$ cat src/rtl/cpu_sequencer.sv
// ---------------------------------------------------------------------------
// cpu_sequencer
//   Multi-cycle control FSM for a simple CPU. Each instruction goes through
//   FETCH, DECODE, EXECUTE, an optional MEM phase and WRITEBACK. The FSM then
//   advances or redirects the PC. Opcode 0 halts the machine. A watchdog moves
//   the FSM to a sticky ERROR state when a memory handshake stalls. A
//   free-running counter records how many instructions have retired.
//
// Parameters
//   TIMEOUT  max cycles spent waiting for imem_ack / dmem_ack (>= 2)
//   CNT_W    width of the retired-instruction counter
//
// Ports
//   clk, reset_n   rising-edge clock, asynchronous active-low reset
//   start          leave IDLE and begin fetching
//   imem_ack       instruction word valid this cycle (used in FETCH only)
//   opcode         instruction[31:26], sampled in DECODE
//   dmem_ack       data access complete (used in MEM only)
//   branch_taken   jump condition, sampled in EXECUTE
//   imem_req       instruction fetch request (level)
//   ir_load        load instruction register (pulse)
//   dmem_req       data memory request (level)
//   dmem_we        data memory write qualifier for dmem_req
//   reg_write_en   register file write strobe (pulse)
//   pc_inc         PC <= PC + 4 (pulse)
//   pc_load        PC <= jump target (pulse)
//   busy           FSM is sequencing an instruction
//   halted         HALT reached (sticky until reset)
//   error          handshake timeout (sticky until reset)
//   retired        completed instruction count, wraps modulo 2^CNT_W
//
// Every output is a flop loaded from the next-state decode. No path runs
// combinationally from an input to an output.
// ---------------------------------------------------------------------------
module cpu_sequencer #(
  parameter int TIMEOUT = 16,
  parameter int CNT_W   = 32
) (
  input  logic             clk,
  input  logic             reset_n,
  input  logic             start,
  input  logic             imem_ack,
  input  logic [5:0]       opcode,
  input  logic             dmem_ack,
  input  logic             branch_taken,
  output logic             imem_req,
  output logic             ir_load,
  output logic             dmem_req,
  output logic             dmem_we,
  output logic             reg_write_en,
  output logic             pc_inc,
  output logic             pc_load,
  output logic             busy,
  output logic             halted,
  output logic             error,
  output logic [CNT_W-1:0] retired
);

  localparam int TO_W = $clog2(TIMEOUT);

  typedef enum logic [2:0] {
    S_IDLE, S_FETCH, S_DECODE, S_EXECUTE, S_MEM, S_WB, S_HALT, S_ERROR
  } state_t;

  typedef enum logic [1:0] {C_ALU, C_LOAD, C_STORE, C_JUMP} iclass_t;

  state_t          state, state_d;
  iclass_t         iclass;
  logic [TO_W-1:0] wait_cnt;
  logic            wait_limit;
  logic            ir_load_d, pc_inc_d, pc_load_d, retire_d;

  // Opcode 0 also lands in C_ALU here. DECODE diverts it to HALT before
  // the class is ever used.
  function automatic iclass_t classify(input logic [5:0] op);
    if (op <= 6'd23)                      return C_ALU;
    else if (op == 6'd24 || op == 6'd26)  return C_LOAD;
    else if (op == 6'd25 || op == 6'd27)  return C_STORE;
    else                                  return C_JUMP;
  endfunction

  // The limit is reached on the TIMEOUT-th waiting cycle. An ack in that
  // same cycle still completes the handshake.
  assign wait_limit = (wait_cnt == TO_W'(TIMEOUT - 1));

  // NOTE: every signal written here gets a default first, so no path can
  // leave it unassigned and infer a latch.
  always_comb begin
    state_d   = state;
    ir_load_d = 1'b0;
    pc_inc_d  = 1'b0;
    pc_load_d = 1'b0;
    retire_d  = 1'b0;
    case (state)
      S_IDLE:   if (start) state_d = S_FETCH;
      S_FETCH: begin
        if (imem_ack) begin
          state_d   = S_DECODE;
          ir_load_d = 1'b1;
        end else if (wait_limit) begin
          state_d = S_ERROR;
        end
      end
      S_DECODE: state_d = (opcode == 6'd0) ? S_HALT : S_EXECUTE;
      S_EXECUTE: begin
        case (iclass)
          C_ALU:          state_d = S_WB;
          C_LOAD, C_STORE: state_d = S_MEM;
          default: begin
            state_d   = S_FETCH;
            retire_d  = 1'b1;
            pc_load_d = branch_taken;
            pc_inc_d  = ~branch_taken;
          end
        endcase
      end
      S_MEM: begin
        if (dmem_ack) begin
          if (iclass == C_STORE) begin
            state_d  = S_FETCH;
            pc_inc_d = 1'b1;
            retire_d = 1'b1;
          end else begin
            state_d = S_WB;
          end
        end else if (wait_limit) begin
          state_d = S_ERROR;
        end
      end
      S_WB: begin
        state_d  = S_FETCH;
        retire_d = 1'b1;
      end
      S_HALT, S_ERROR: state_d = state;
      default:         state_d = S_IDLE;
    endcase
  end

  // NOTE: sequential state uses non-blocking assignments only. All flops
  // then update together from values sampled before the edge.
  always_ff @(posedge clk or negedge reset_n) begin
    if (!reset_n) begin
      state        <= S_IDLE;
      iclass       <= C_ALU;
      wait_cnt     <= '0;
      imem_req     <= 1'b0;
      ir_load      <= 1'b0;
      dmem_req     <= 1'b0;
      dmem_we      <= 1'b0;
      reg_write_en <= 1'b0;
      pc_inc       <= 1'b0;
      pc_load      <= 1'b0;
      busy         <= 1'b0;
      halted       <= 1'b0;
      error        <= 1'b0;
      retired      <= '0;
    end else begin
      state <= state_d;
      if (state == S_DECODE) iclass <= classify(opcode);

      // Restart the watchdog on every entry into a handshake state.
      if ((state_d == S_FETCH || state_d == S_MEM) && state_d != state)
        wait_cnt <= '0;
      else if (state == S_FETCH || state == S_MEM)
        wait_cnt <= wait_cnt + TO_W'(1);

      imem_req     <= (state_d == S_FETCH);
      ir_load      <= ir_load_d;
      dmem_req     <= (state_d == S_MEM);
      dmem_we      <= (state_d == S_MEM) && (iclass == C_STORE);
      reg_write_en <= (state_d == S_WB);
      pc_inc       <= pc_inc_d || (state_d == S_WB);
      pc_load      <= pc_load_d;
      busy         <= (state_d == S_FETCH) || (state_d == S_DECODE) ||
                      (state_d == S_EXECUTE) || (state_d == S_MEM) ||
                      (state_d == S_WB);
      halted       <= (state_d == S_HALT);
      error        <= (state_d == S_ERROR);
      if (retire_d) retired <= retired + CNT_W'(1);
    end
  end

endmodule

$ cat config.mk
export PLATFORM = sky130hd
export DESIGN_NAME = cpu_sequencer
export DESIGN_NICKNAME = d
export VERILOG_FILES = /design/src/rtl/cpu_sequencer.sv
export SDC_FILE = /design/constraint.sdc
export NUM_CORES = 1
export LEC_CHECK = 0
export CAP_MARGIN = 5
export CORE_MARGIN = 2
export CORE_UTILIZATION = 50
export CTS_BUF_LIST = sky130_fd_sc_hd__clkbuf_8 sky130_fd_sc_hd__clkbuf_16
export DETAILED_ROUTE_END_ITERATION = 16
export PLACE_DENSITY = 0.79
export SLEW_MARGIN = 25
export SYNTH_ARGS = -nofsm -noshare
export SYNTH_HDL_FRONTEND = slang
export SYNTH_SLANG_ARGS = --single-unit
$ cat constraint.sdc
create_clock -name clk -period 2.25 [get_ports clk]
set_input_delay 0.3375 -clock clk [delete_from_list [all_inputs] [get_ports clk]]
set_output_delay 0.3375 -clock clk [all_outputs]
set_load 0.01 [all_outputs]
# ---- Word-level counts from Yosys, hierarchy flattened
# Cells that the tools add are included.
# Widths: inputs -> output; s select.
dict set report op_classes {
  eq_ne 22
  muxes 23
  n_lt_le_gt_ge 1
  n_bitwise 1
  n_reduce_logical 18
  n_addsub 2
}
# operator n
set op_table {}
lappend op_table {{$add 32x1->32 const B} 1}
lappend op_table {{$eq 3x3->1 const B} 8}
lappend op_table {{$eq 6x5->1 const B} 4}
lappend op_table {{$pmux 3 s7} 1}
lappend op_table {{$mux 3} 6}
lappend op_table {{$eq 3x2->1 const B} 4}
lappend op_table {{$logic_or 1x1->1} 9}
lappend op_table {{$mux 1} 9}
lappend op_table {{$mux 4} 2}
lappend op_table {{$eq 3x1->1 const B} 2}
lappend op_table {{$le 6x5->1 const B} 1}
lappend op_table {{$logic_not 6->1} 1}
lappend op_table {{$pmux 3 s2} 1}
lappend op_table {{$add 4x1->4 const B} 1}
lappend op_table {{$eq 4x4->1 const B} 1}
lappend op_table {{$mux 2} 2}
lappend op_table {{$reduce_or 2->1} 2}
lappend op_table {{$logic_not 3->1} 1}
lappend op_table {{$ne 3x3->1} 1}
lappend op_table {{$pmux 1 s3} 1}
lappend op_table {{$reduce_or 3->1} 1}
lappend op_table {{$eq 2x1->1 const B} 1}
lappend op_table {{$eq 2x2->1 const B} 1}
lappend op_table {{$logic_and 1x1->1} 2}
lappend op_table {{other kinds (4)} 4}
dict set report totals {
  in_bits 12
  wordCells 81
  regBits 51
}

# ---- Logic depth before layout (Yosys ltp)
# Gate-level depths: netlist (run 1).
dict set report depth {
  ltp_word 9
  depth_mapped 9
  mapped_depth_nobuf 9
}

# ---- Least setup slack after synthesis (run 1)
# No wires, ideal clock.
dict set report synth_timing {
  path_kind {register -> register}
  start {register iclass[0]}
  end {register retired[31]}
  path_stages_with_launch 10
  setup_time_ns 0.079
  n_path_buf 1
  arrival_time_ns 1.909
  slack_ns 0.262
  path_cell_list {dfrtp_1 > inv_1 > ha_1 > a21oi_1 > o21ai_4 > nand4_4 > or3_1 > buf_2 > nor3_2 > xor2_1}
}
dict set report synth_via {
  elab_chain_len 4
  elab_cells_between_ends 8
  classes_between {eq/ne (2); mux (4); reduce/logical (2)}
}
# element line_no
set synth_lines {}
lappend synth_lines {{from (decl)} 68} ;# iclass_t iclass;
lappend synth_lines {{from (signal assigned)} 159} ;# if (state == S_DECODE) iclass <= classify(opcode);
lappend synth_lines {{$eq 2x2->1 (tied with other cells)} {106, 119}}
lappend synth_lines {{$reduce_or 3->1 (no line) or $mux 1 (tied branches)} n/a}
lappend synth_lines {{$mux 1, on equally long branches} {106, 118}}
lappend synth_lines {{$pmux 1 s3 *} 94} ;# case (state)
lappend synth_lines {{to (signal assigned)} 179} ;# if (retire_d) retired <= retired + CNT_W'(1);
lappend synth_lines {{to (decl)} 56} ;# output logic [CNT_W-1:0] retired
# Every way passes the cells marked *; elsewhere a longest branch is shown, timed or not.
# A chain may end at the register's enable or synchronous reset.

# ---- Final worst setup path (run 1)
dict set report layout_timing {
  start {register iclass[0]}
  end {register wait_cnt[1]}
}
dict set report layout_via {
  elab_chain_len 8
  elab_cells_between_ends 15
  classes_between {eq/ne (5); mux (5); reduce/logical (5)}
}
# element line_no
set layout_lines {}
lappend layout_lines {{$eq 2x2->1 or $eq 2x1->1 (tied branches)} {106, 119}}
lappend layout_lines {{$reduce_or 2->1 or $mux 3 (tied branches)} n/a}
lappend layout_lines {{$pmux 3 s2 or $mux 3 (tied branches)} {106, 118}}
lappend layout_lines {{$pmux 3 s7 *} 94}
lappend layout_lines {{$eq 3x1->1 or $eq 3x3->1 (tied branches)} 162} ;# if ((state_d == S_FETCH || state_d == S_MEM) && state_d != state)
lappend layout_lines {{$logic_or 1x1->1} 162}
lappend layout_lines {{$logic_and 1x1->1 *} 162}
lappend layout_lines {{$mux 4 or $reduce_bool 2->1 (tied branches)} n/a}
lappend layout_lines {{to (signal assigned)} 165} ;# wait_cnt <= wait_cnt + TO_W'(1);
lappend layout_lines {{to (decl)} 69} ;# logic [TO_W-1:0] wait_cnt;
# Marks and branches as above.

==> summary.md, run 1 <==
| Metric | Value |
|---|---|
| CTS tree | built |
| Row count | 25 |
| Pre-antenna DRT Iters | 4 |
| Postcts setup bufs | 0 |
| CTS Root Cell | clkbuf_8 |
| Core Region | 4750 µm² |
| CP max FO | 4 |
| Delay-heaviest family, CP | compound AO/OA/AOI/OAI gates |
| Die H | 74.4 µm |
| Flops & latches, synth | 51 |
| Global-route wire length before repair | around 8.1 mm |
| Post-DP HPWL | ~3.7 mm |
| Crit path DAT | 2.28 ns |
| Delay of the slowest cell on the worst path | about 0.4 ns |
| Gr usage total | around a fifth |
| Leakage | ~1.5 nW |
| Synth Instances | 233 |
| Synth Flop Type | dfrtp_1 |
| Residual DRC | 0 |
| Max Clock Freq | 477 MHz |
| Seq/Total Area, Yosys | slightly above 50% |
| Final nets | 328 |
| Worst Setup End Kind | flip-flop |
| Via Count | 1916 |
| Syn. warnings | 0 |
| DP Worst Slack | -0.110 ns |
| Antenna violations before repair | 0 |
| Worst Hold Class | in -> async |
| Multi-input logic area | ~1200 µm² |
| Clock buffer count from CTS | 5 |
| Synth Cell Area | 2480 µm² |
| Maximum vdd ir drop | 0.731 mV |
| Starting density of the core | 52.1% |
| Max-slew violations | 0 |
| Clock buffer depth | 2 |
| Total Power | ~3.2 mW |
| Final min period | ~2.1 ns |
| Fillers | around 400 |
| Drt via density | 5.07 |
| Die area | 5530 µm² |
| Flop2flop setup slack | ~0.15 ns |
| Fraction of layout cells with a size suffix above 1 | about 14% |
| Worst Path Buf+Inv | 1 |
| Area growth, synth to finish | 33.9% |
| Vias in the first global route | 1811 |
| I/O Buffers | between 50 and 60 |
| ANT cells | 0 |
| Number of DRC markers in iteration 0 | slightly below 100 |
| H-tree level count | 2 |
| Die Wd | approximately 74 µm |
| Endpoints failing setup | 0 |
| Gpl congestion | between 0.8 and 0.9 |
| Fin util | around 70% |
| Fin. Hold Viols | 0 |
| PnR worst setup slack | about 0.15 ns |
| Worst-path cell chain | inv_1 -> ha_1 -> nand2b_1 -> a31o_2 -> a221oi_4 -> o21ai_1 -> mux2i_2 -> a21oi_1 |
| Final period util | approximately 93% |
| CP startpoint kind | flip-flop |
| Max cap viols | 0 |
| Critical path's slowest cell | dfrtp_1 |
| RSZ-0062 raised after global routing | no |
| Clk_lat worst skew | about 0.30 ns |
| I/O Pins | 54 |
| Status | finished, final reports clean |
| Reg area | between 1000 and 1500 µm² |
| EDFF count, synth | 0 |
| Hold buffers post-CTS | 0 |
| Final Skew | 0.00629 ns |
| Syn_area_per_cell | approximately 11 µm² |
| Measured slew at the worst slew-check pin | approximately 0.65 ns |
| Asr flop ratio synth | 100% |
| Clock Sinks | 51 |
| Pwr Density | about 970 nW/µm² |
| Synth cell types | between 40 and 50 |
| Routed Antenna Nets | 0 |
| Grt ovf | 0 |
| Wire length per cell | approximately 13 µm |
| Total Wirelength | ~5 mm |
| Relative slew margins | a little under three fifths |
| Pin count of the biggest net entering global routing | 31 |
| Critical path class | reg -> reg |
| Worst-path clk slew | 0.08 ns |
| Worst EP required | about 2.4 ns |
| Post-synth net total | between 200 and 300 |
## path summary, 6_finish.rpt
check                                        start                 endpoint  depth (start not counted)
setup / recovery             iclass[0]$_DFFE_PN0P_  wait_cnt[1]$_DFFE_PN0P_                          8
hold reg to reg            retired[31]$_DFFE_PN0P_  retired[31]$_DFFE_PN0P_                          1
max in group asynchronous                  reset_n  retired[17]$_DFFE_PN0P_                          2
setup reg to reg             iclass[0]$_DFFE_PN0P_  wait_cnt[1]$_DFFE_PN0P_                          8
hold / removal                             reset_n  wait_cnt[3]$_DFFE_PN0P_                          1
min in group clk           retired[31]$_DFFE_PN0P_  retired[31]$_DFFE_PN0P_                          1
## sequential cells by signal, indices dropped and copies added (netlist names), 2 cells and up
signal    cells
retired      32
wait_cnt      4
state         3
iclass        2
## repair_timing
item / in CTS / in global routing
resized for setup: 0 / 3
endpoints found under the hold margin: 0 / 0
endpoints found under the setup margin: 0 / 6
## worst register-to-register path: cells and delay by family (launching register included)
kind / cells / cell delay [ns]
adder cells (fa/ha/maj): 1 / 0.28
AND/OR/NAND/NOR: 1 / 0.14
buffers and inverters: 1 / 0.06
multiplexers: 1 / 0.26
AO/OA/AOI/OAI: 4 / 0.83
flip-flops: 1 / 0.41
## where the power goes
group	internal [mW]	switching, mW
Sequential	1.09	0.216
Combinational	0.740	0.665
Clock	0.213	0.290
Total	2.04	1.17
## final cells by class
type	count	share of cell area, %
clock buffers	5	2.07
clock inverters	2	0.415
inverters	9	1.02
multi-input cells	169	34.7
flip-flops and latches	51	38.5
well taps	67	2.53
repair buffers	75	20.8
## logic make-up after synthesis
group,Yosys count,share of synthesized area (%)
mux,4,1.67
compound gates,29,8.79
fa+ha+maj,5,2.53
simple gates,96,20.6
xor+xnor,35,12.4
flops,51,51.5
buf+inv,13,2.53
## cell usage in the layout (no fill, tap or decap), types with 3 or more instances in the layout
master / n
a31oi_1: 3
buf_4: 22
xnor2_1: 20
and3_1: 7
dfrtp_1: 51
nand2b_1: 4
clkdlybuf4s50_1: 52
xor2_1: 15
nand2_1: 21
nand4_1: 7
clkbuf_8: 5
nor2_1: 25
ha_1: 5
o21ai_0: 5
nor3_1: 5
inv_1: 8
nand3_1: 10
a21oi_1: 7
## synth_stat cells (2+ instances only)
cell type	count	area [µm²]
nor3_1	5	25.0
o21ai_0	5	25.0
or2_2	2	12.5
xnor2_1	20	175
and3_1	7	43.8
a21oi_1	8	40.0
or3_1	3	18.8
nand4_1	7	43.8
xor2_1	15	131
dfrtp_1	51	1280
mux2i_1	3	30.0
nor2_1	25	93.8
nor2b_1	2	12.5
o21a_1	2	15.0
nand2_1	21	78.8
inv_1	8	30.0
nand2b_1	4	25.0
a31oi_1	3	18.8
ha_1	5	62.6
and4_1	2	17.5
nand3_1	10	50.1
buf_2	2	10.0
## metrics by stage
stage          instance area, µm²  hold WS, ns  instances  TNS [ns]
2_1_floorplan                2480       0.0419        233         0
3_3_place_gp                 3220        0.396        371    -0.117
3_5_place_dp                 3220        0.409        371    -0.395
4_1_cts                      3310       0.0757        378         0
5_1_grt                      3320        0.108        378         0
6_report                     3320       0.0505        378         0
## routing by layer
metal	vias to the layer above	part of all wire, %	wire length (µm)	GRT usage, %
met5	-	0	0	0
met4	0	1.2	59	7.94
met3	5	3.8	189	4.74
met2	40	47	2360	30.1
met1	917	48	2410	26.2
li1	954	-	-	-
(Power assumes the default switching activity.)
==> inputs of run 2 (changes only) <==
RECOVER_POWER = 100   (was not set)
==> run 2 against run 1 <==
The run now ends with max-capacitance violations, max-slew violations left. Critical path depth is the same. Cell count is the same. Via count grew 1.2%. Sequential cell count is the same. Total power shrank 2.8%. Clock power is essentially flat. Combinational power shrank 6%. Design area shrank 1.1%. Critical endpoint unchanged. Largest power group unchanged. Highest routed layer unchanged.
==> summary.md, run 2 (same netlist as run 1, synthesis figures left out) <==
| Metric | Value |
|---|---|
| Fillers | 397 (+1.0%) |
| Most frequent cells in the layout | dfrtp_1, dlygate4sd3_1, nor2_1 |
| Final min period | 2.08 ns (-0.0198 ns) |
| Delay-heaviest family, CP | compound AO/OA/AOI/OAI gates |
| Postcts setup bufs | 0 (unchanged) |
| Leakage | 1.58 nW (+6.1%) |
| Row count | 25 (unchanged) |
| Maximum vdd ir drop | 0.713 mV (-2.4%) |
| I/O Buffers | 53 (unchanged) |
| CTS tree | built |
| Residual DRC | 0 (unchanged) |
| Worst EP required | 2.43 ns (about the same) |
| Starting density of the core | 52.1% (unchanged) |
| CP startpoint kind | flip-flop |
| Final nets | 328 (unchanged) |
| Antenna violations before repair | 0 (unchanged) |
| Vias in the first global route | 1811 (unchanged) |
| Max-slew violations | 31 (+31) |
| Die H | 74.4 µm (unchanged) |
| I/O Pins | 54 (unchanged) |
| Area growth, synth to finish | 32.5% |
| Failing checks | max-capacitance violations, max-slew violations |
| Relative slew margins | -3.55% (-60 points) |
| Wire length per cell | 13.3 µm (about the same) |
| Met1 WL | 2.39 mm (-0.79%) |
| Grt ovf | 0 (unchanged) |
| Delay of the slowest cell on the worst path | 0.41 ns (about the same) |
| Worst Path Buf+Inv | 1 (unchanged) |
| PnR worst setup slack | 0.174 ns (+0.0198 ns) |
| Wire length on met3 | 191 µm (+1.1%) |
| Clock buffer depth | 2 (unchanged) |
| Worst-path cell chain | inv_1 -> ha_1 -> nand2b_1 -> a31o_2 -> a221oi_4 -> o21ai_1 -> mux2i_2 -> a21oi_1 |
| Worst Setup End Kind | flip-flop |
| Core Region | 4750 µm² (unchanged) |
| Pwr Density | 951 nW/µm² (-1.8%) |
| Gpl congestion | 0.852 (unchanged) |
| Max cap viols | 1 (+1) |
| Number of DRC markers in iteration 0 | 121 (+23%) |
| Global-route wire length before repair | 8.11 mm (unchanged) |
| Reg area | 1280 µm² (unchanged) |
| Fin cells | 378 (unchanged) |
| Measured slew at the worst slew-check pin | 1.55 ns (+0.907 ns) |
| Clock Sinks | 51 (unchanged) |
| Fin. Hold Viols | 0 (unchanged) |
| ANT cells | 0 (unchanged) |
| Critical path class | reg -> reg |
| Final period util | 92.3% (-0.88 points) |
| Routed Antenna Nets | 0 (unchanged) |
| Status | finished with violations |
| Worst-path clk slew | 0.08 ns (about the same) |
| Pin count of the biggest net entering global routing | 31 (unchanged) |
| Final Skew | 0.00653 ns (+0.000247 ns) |
| Clock buffer count from CTS | 5 (unchanged) |
| Dpl cells | 371 (unchanged) |
| Gr usage total | 19.4% (unchanged) |
| H-tree level count | 2 (unchanged) |
| DP Worst Slack | -0.110 ns (unchanged) |
| Multi-input logic area | 1150 µm² (-0.43%) |
| RSZ-0062 raised after global routing | no |
| Drt via density | 5.13 (+1.2%) |
| Critical path's slowest cell | dfrtp_1 |
| Max reg flops | 32 (unchanged) |
| Register with the most flip-flops | retired |
| Post-DP HPWL | 3.72 mm (unchanged) |
| Total Wirelength | 5.01 mm (about the same) |
| Crit path DAT | 2.26 ns (-0.02 ns) |
| Leading cell type in the layout, fill and taps excluded | dfrtp_1 |
| Via Count | 1939 (+1.2%) |
| Max Clock Freq | 482 MHz (+0.96%) |
| Clk_lat worst skew | 0.30 ns (about the same) |
| Die Wd | 74.4 µm (unchanged) |
| CTS Root Cell | clkbuf_8 |
| Endpoints failing setup | 0 (unchanged) |
| Top flop regs | retired x32, wait_cnt x4, state x3 |
| Total Power | 3.12 mW (-2.8%) |
| Met2 WL | 2.37 mm (+0.55%) |
| Worst Hold Class | in -> async |
| Fraction of layout cells with a size suffix above 1 | 11.3% (-3.2 points) |
| Post-route cell area | 3280 µm² (-1.1%) |
| Placed Area | 3220 µm² (unchanged) |
| Pre-antenna DRT Iters | 4 (unchanged) |
| Top Layer Used | met4 |
| CP max FO | 4 (unchanged) |
| Die area | 5530 µm² (unchanged) |
## run 2: changes by cell type in the layout (fill, tap and decap cells not counted), moves of 8 or more
cell / previous run / this run
buf_4: 22 / 13
clkbuf_1: 0 / 8
clkdlybuf4s50_1: 52 / 10
dlygate4sd3_1: 0 / 42
## run 2: power by group
part           internal, mW  total [mW]  switching, mW
Sequential             1.09        1.30          0.209
Clock                 0.213       0.502          0.289
Combinational         0.664        1.32          0.657
Total                  1.97        3.12           1.16
## run 2: area by class of cell
cell class | instances | area share (%)
well taps | 67 | 2.55
inverters | 9 | 1.03
clock buffers | 5 | 2.10
multi-input cells | 169 | 34.9
flip-flops and latches | 51 | 38.9
clock inverters | 2 | 0.419
repair buffers | 75 | 20.1
## run 2: per-layer routing
metal  track usage [%]  up-vias
met5                 0        -
met4              7.94        0
met1              26.2      939
li1                  -      954
met3              4.74        5
met2              30.1       41
## run 2: timing repair
action	CTS	global route
resized for setup	0	3
endpoints found under the setup margin	0	6
hold buffers	0	0
## run 2: final timing paths
check                      slack (ns)                       to               startpoint  depth (start not counted)
setup reg to reg                 0.17  wait_cnt[1]$_DFFE_PN0P_    iclass[0]$_DFFE_PN0P_                          8
hold / removal                   0.40  wait_cnt[3]$_DFFE_PN0P_                  reset_n                          1
hold reg to reg                  0.47  retired[31]$_DFFE_PN0P_  retired[31]$_DFFE_PN0P_                          1
setup / recovery                 0.17  wait_cnt[1]$_DFFE_PN0P_    iclass[0]$_DFFE_PN0P_                          8
min in group clk                 0.47  retired[31]$_DFFE_PN0P_  retired[31]$_DFFE_PN0P_                          1
max in group asynchronous        0.70   reg_write_en$_DFF_PN0_                  reset_n                          2
## run 2: metrics by stage
stage	setup TNS [ns]	utilization (%)	hold slack (ns)
2_1_floorplan	0	-	0.0419
3_3_place_gp	-0.117	67.8	0.396
3_5_place_dp	-0.395	67.8	0.409
4_1_cts	0	69.5	0.0757
5_1_grt	0	69.1	0.503
6_report	0	69.1	0.404
==> inputs of run 3 (changes only) <==
CORE_UTILIZATION = 54   (was 50)
CTS_CLUSTER_SIZE = 10   (was not set)
PLACE_DENSITY = not set   (was 0.79)
PLACE_DENSITY_LB_ADDON = 0.12   (was not set)
clock period = 2.68 ns   (was 2.25 ns; I/O delays follow)
==> run 3 against run 2 <==
The flow now finishes without violations. First-iteration DRC count shrank 15%. Register-to-register slack gained 0.22 ns. Routed wire length shrank 3.0%. Die area shrank 7.0%. Combinational power shrank 28%. Cell count shrank 8.7%. Setup slack gained 0.22 ns. Sequential cell count is the same. Worst hold slack gained 0.018 ns. Via count shrank 3.6%. Total power shrank 18%. Largest cell class unchanged.
==> summary.md, run 3 (same netlist as run 1, synthesis figures left out) <==
| Metric | Value |
|---|---|
| Gpl congestion | 0.863 (+1.3%) |
| Post-cts sizing count | 0 (unchanged) |
| Residual DRC | 0 (unchanged) |
| Max Clock Freq | about 440 MHz |
| H-tree level count | 2 (unchanged) |
| Total Wirelength | 4.86 mm (-3.0%) |
| Top flop regs | retired x32, wait_cnt x4, state x3 |
| CP max FO | 6 (+2) |
| Fraction of layout cells with a size suffix above 1 | 5.46% (-5.8 points) |
| Final min period | approximately 2.3 ns |
| Status | finished, final reports clean |
| Postcts setup bufs | 0 (unchanged) |
| Maximum vdd ir drop | 0.637 mV (-11%) |
| Worst-path clk slew | 0.09 ns (about the same) |
| Die Wd | 71.7 µm (-3.6%) |
| Core Region | 4380 µm² (-7.8%) |
| DP Worst Slack | 0.137 ns (+0.247 ns) |
| Multi-input logic area | 1130 µm² (-1.6%) |
| Clk_lat worst skew | 0.30 ns (about the same) |
| Wire length per cell | 14.1 µm (+6.3%) |
| Grt ovf | 0 (unchanged) |
| R2R depth | 7 (-1) |
| Fillers | 359 (-9.6%) |
| Final Skew | 0.0118 ns (+0.00529 ns) |
| PnR worst setup slack | 0.399 ns (+0.225 ns) |
| Pwr Density | 816 nW/µm² (-14%) |
| Number of DRC markers in iteration 0 | 103 (-15%) |
| RSZ-0062 raised after global routing | no |
| Leading cell type in the layout, fill and taps excluded | dfrtp_1 |
| CP startpoint kind | input pin |
| Global-route wire length before repair | 7.89 mm (-2.8%) |
| Relative slew margins | 3.89% (+7.4 points) |
| Die area | 5150 µm² (-7.0%) |
| I/O Buffers | 53 (unchanged) |
| Final period util | between 80% and 90% |
| Worst Setup End Kind | flip-flop |
| Max reg flops | 32 (unchanged) |
| Area growth, synth to finish | 27.1% |
| Pre-antenna DRT Iters | 5 (+1) |
| Most frequent cells in the layout | dfrtp_1, dlygate4sd3_1, nor2_1 |
| Vias in the first global route | 1646 (-9.1%) |
| Flop2flop setup slack | 0.40 ns (+0.22 ns) |
| CTS tree | built |
| Critical path class | in -> reg |
| Worst Hold Class | in -> async |
| Gr usage total | 19.9% (+0.47 points) |
| Max-slew violations | 0 (-100%) |
| Worst r2r dst | wait_cnt[0]$_DFFE_PN0P_ |
| Routed Antenna Nets | 0 (unchanged) |
| R2r startpoint | iclass[0]$_DFFE_PN0P_ |
| Drt via density | 5.42 (+5.7%) |
| Worst EP required | 2.85 ns (+0.42 ns) |
| Die H | 71.7 µm (-3.6%) |
| Register with the most flip-flops | retired |
| Post-DP HPWL | 3.52 mm (-5.4%) |
| TNS Setup | 0 ns (unchanged) |
| Row count | 24 (-4.0%) |
| Hold buffers post-CTS | 0 (unchanged) |
| Clock Sinks | 51 (unchanged) |
| Measured slew at the worst slew-check pin | 1.44 ns (-0.112 ns) |
| Endpoints failing setup | 0 (unchanged) |
| Fin. Hold Viols | 0 (unchanged) |
| I/O Pins | 54 (unchanged) |
| Max cap viols | 0 (-1) |
| Reg area | 1280 µm² (unchanged) |
| Starting density of the core | 56.5% (+4.4 points) |
| Via Count | 1870 (-3.6%) |
| Antenna violations before repair | 0 (unchanged) |
| Final nets | 310 (-5.5%) |
| Pin count of the biggest net entering global routing | 28 (-9.7%) |
| ANT cells | 0 (unchanged) |
| CTS Root Cell | clkbuf_8 |
| Leakage | 1.49 nW (-5.2%) |
| Clock buffer count from CTS | 5 (unchanged) |
| Crit path DAT | 2.45 ns (+0.19 ns) |
| Clock buffer depth | 2 (unchanged) |
-- run 3: metal layers --
metal	share of wire (%)	vias up	GRT usage, %	routed length [µm]
met5	0	-	0	0
met4	0.93	0	5.66	45
met3	5.4	4	4.92	263
met2	47	53	30.1	2280
met1	47	891	28.6	2270
li1	-	922	-	-
-- run 3: layout make-up --
cell class	instances	area share [%]
Clock buffer	5	2.19
Tap cell	52	2.07
Timing Repair Buffer	57	17.1
Inverter	9	1.07
Clock inverter	2	1.19
Sequential cell	51	40.5
Multi-Input combinational cell	169	35.8
-- run 3: per-stage QoR --
step	instance area [µm²]	instances	hold WS (ns)	utilization, %	power [mW]
3_5_place_dp	3070	338	0.447	70.0	2.09
5_1_grt	3150	345	0.479	71.8	2.73
4_1_cts	3180	345	0.113	72.4	2.63
2_1_floorplan	2480	233	0.106	-	1.76
3_3_place_gp	3070	338	0.443	70.0	2.08
6_report	3150	345	0.422	71.8	2.57
-- run 3: worst max-delay path by stage --
| stage | startpoint | to | slack, ns | cells after the start |
|---|---|---|---|---|
| 2_1_floorplan | iclass[0]$_DFFE_PN0P_ | retired[31]$_DFFE_PN0P_ | 0.69 | 9 |
| 3_3_place_gp | opcode[3] | wait_cnt[2]$_DFFE_PN0P_ | 0.22 | 8 |
| 3_5_place_dp | opcode[3] | wait_cnt[0]$_DFFE_PN0P_ | 0.14 | 8 |
| 4_1_cts | state[0]$_DFF_PN0_ | wait_cnt[0]$_DFFE_PN0P_ | 0.40 | 6 |
| 5_1_grt | opcode[3] | wait_cnt[0]$_DFFE_PN0P_ | 0.24 | 9 |
| 6_report | opcode[3] | wait_cnt[0]$_DFFE_PN0P_ | 0.40 | 8 |
-- run 3: where the power goes --
group          internal [mW]  switching [mW]
sequential             0.914           0.190
combinational          0.442           0.502
clock                  0.273           0.248
total                   1.63           0.940
-- run 3: worst max-delay path: stages --
cell	delay [ns]
clkdlybuf4s50_1	0.45
nor4_1	0.31
clkbuf_1	0.18
nand2_1	0.12
a221oi_4	0.38
o21ai_1	0.13
mux2i_1	0.35
a21oi_1	0.13
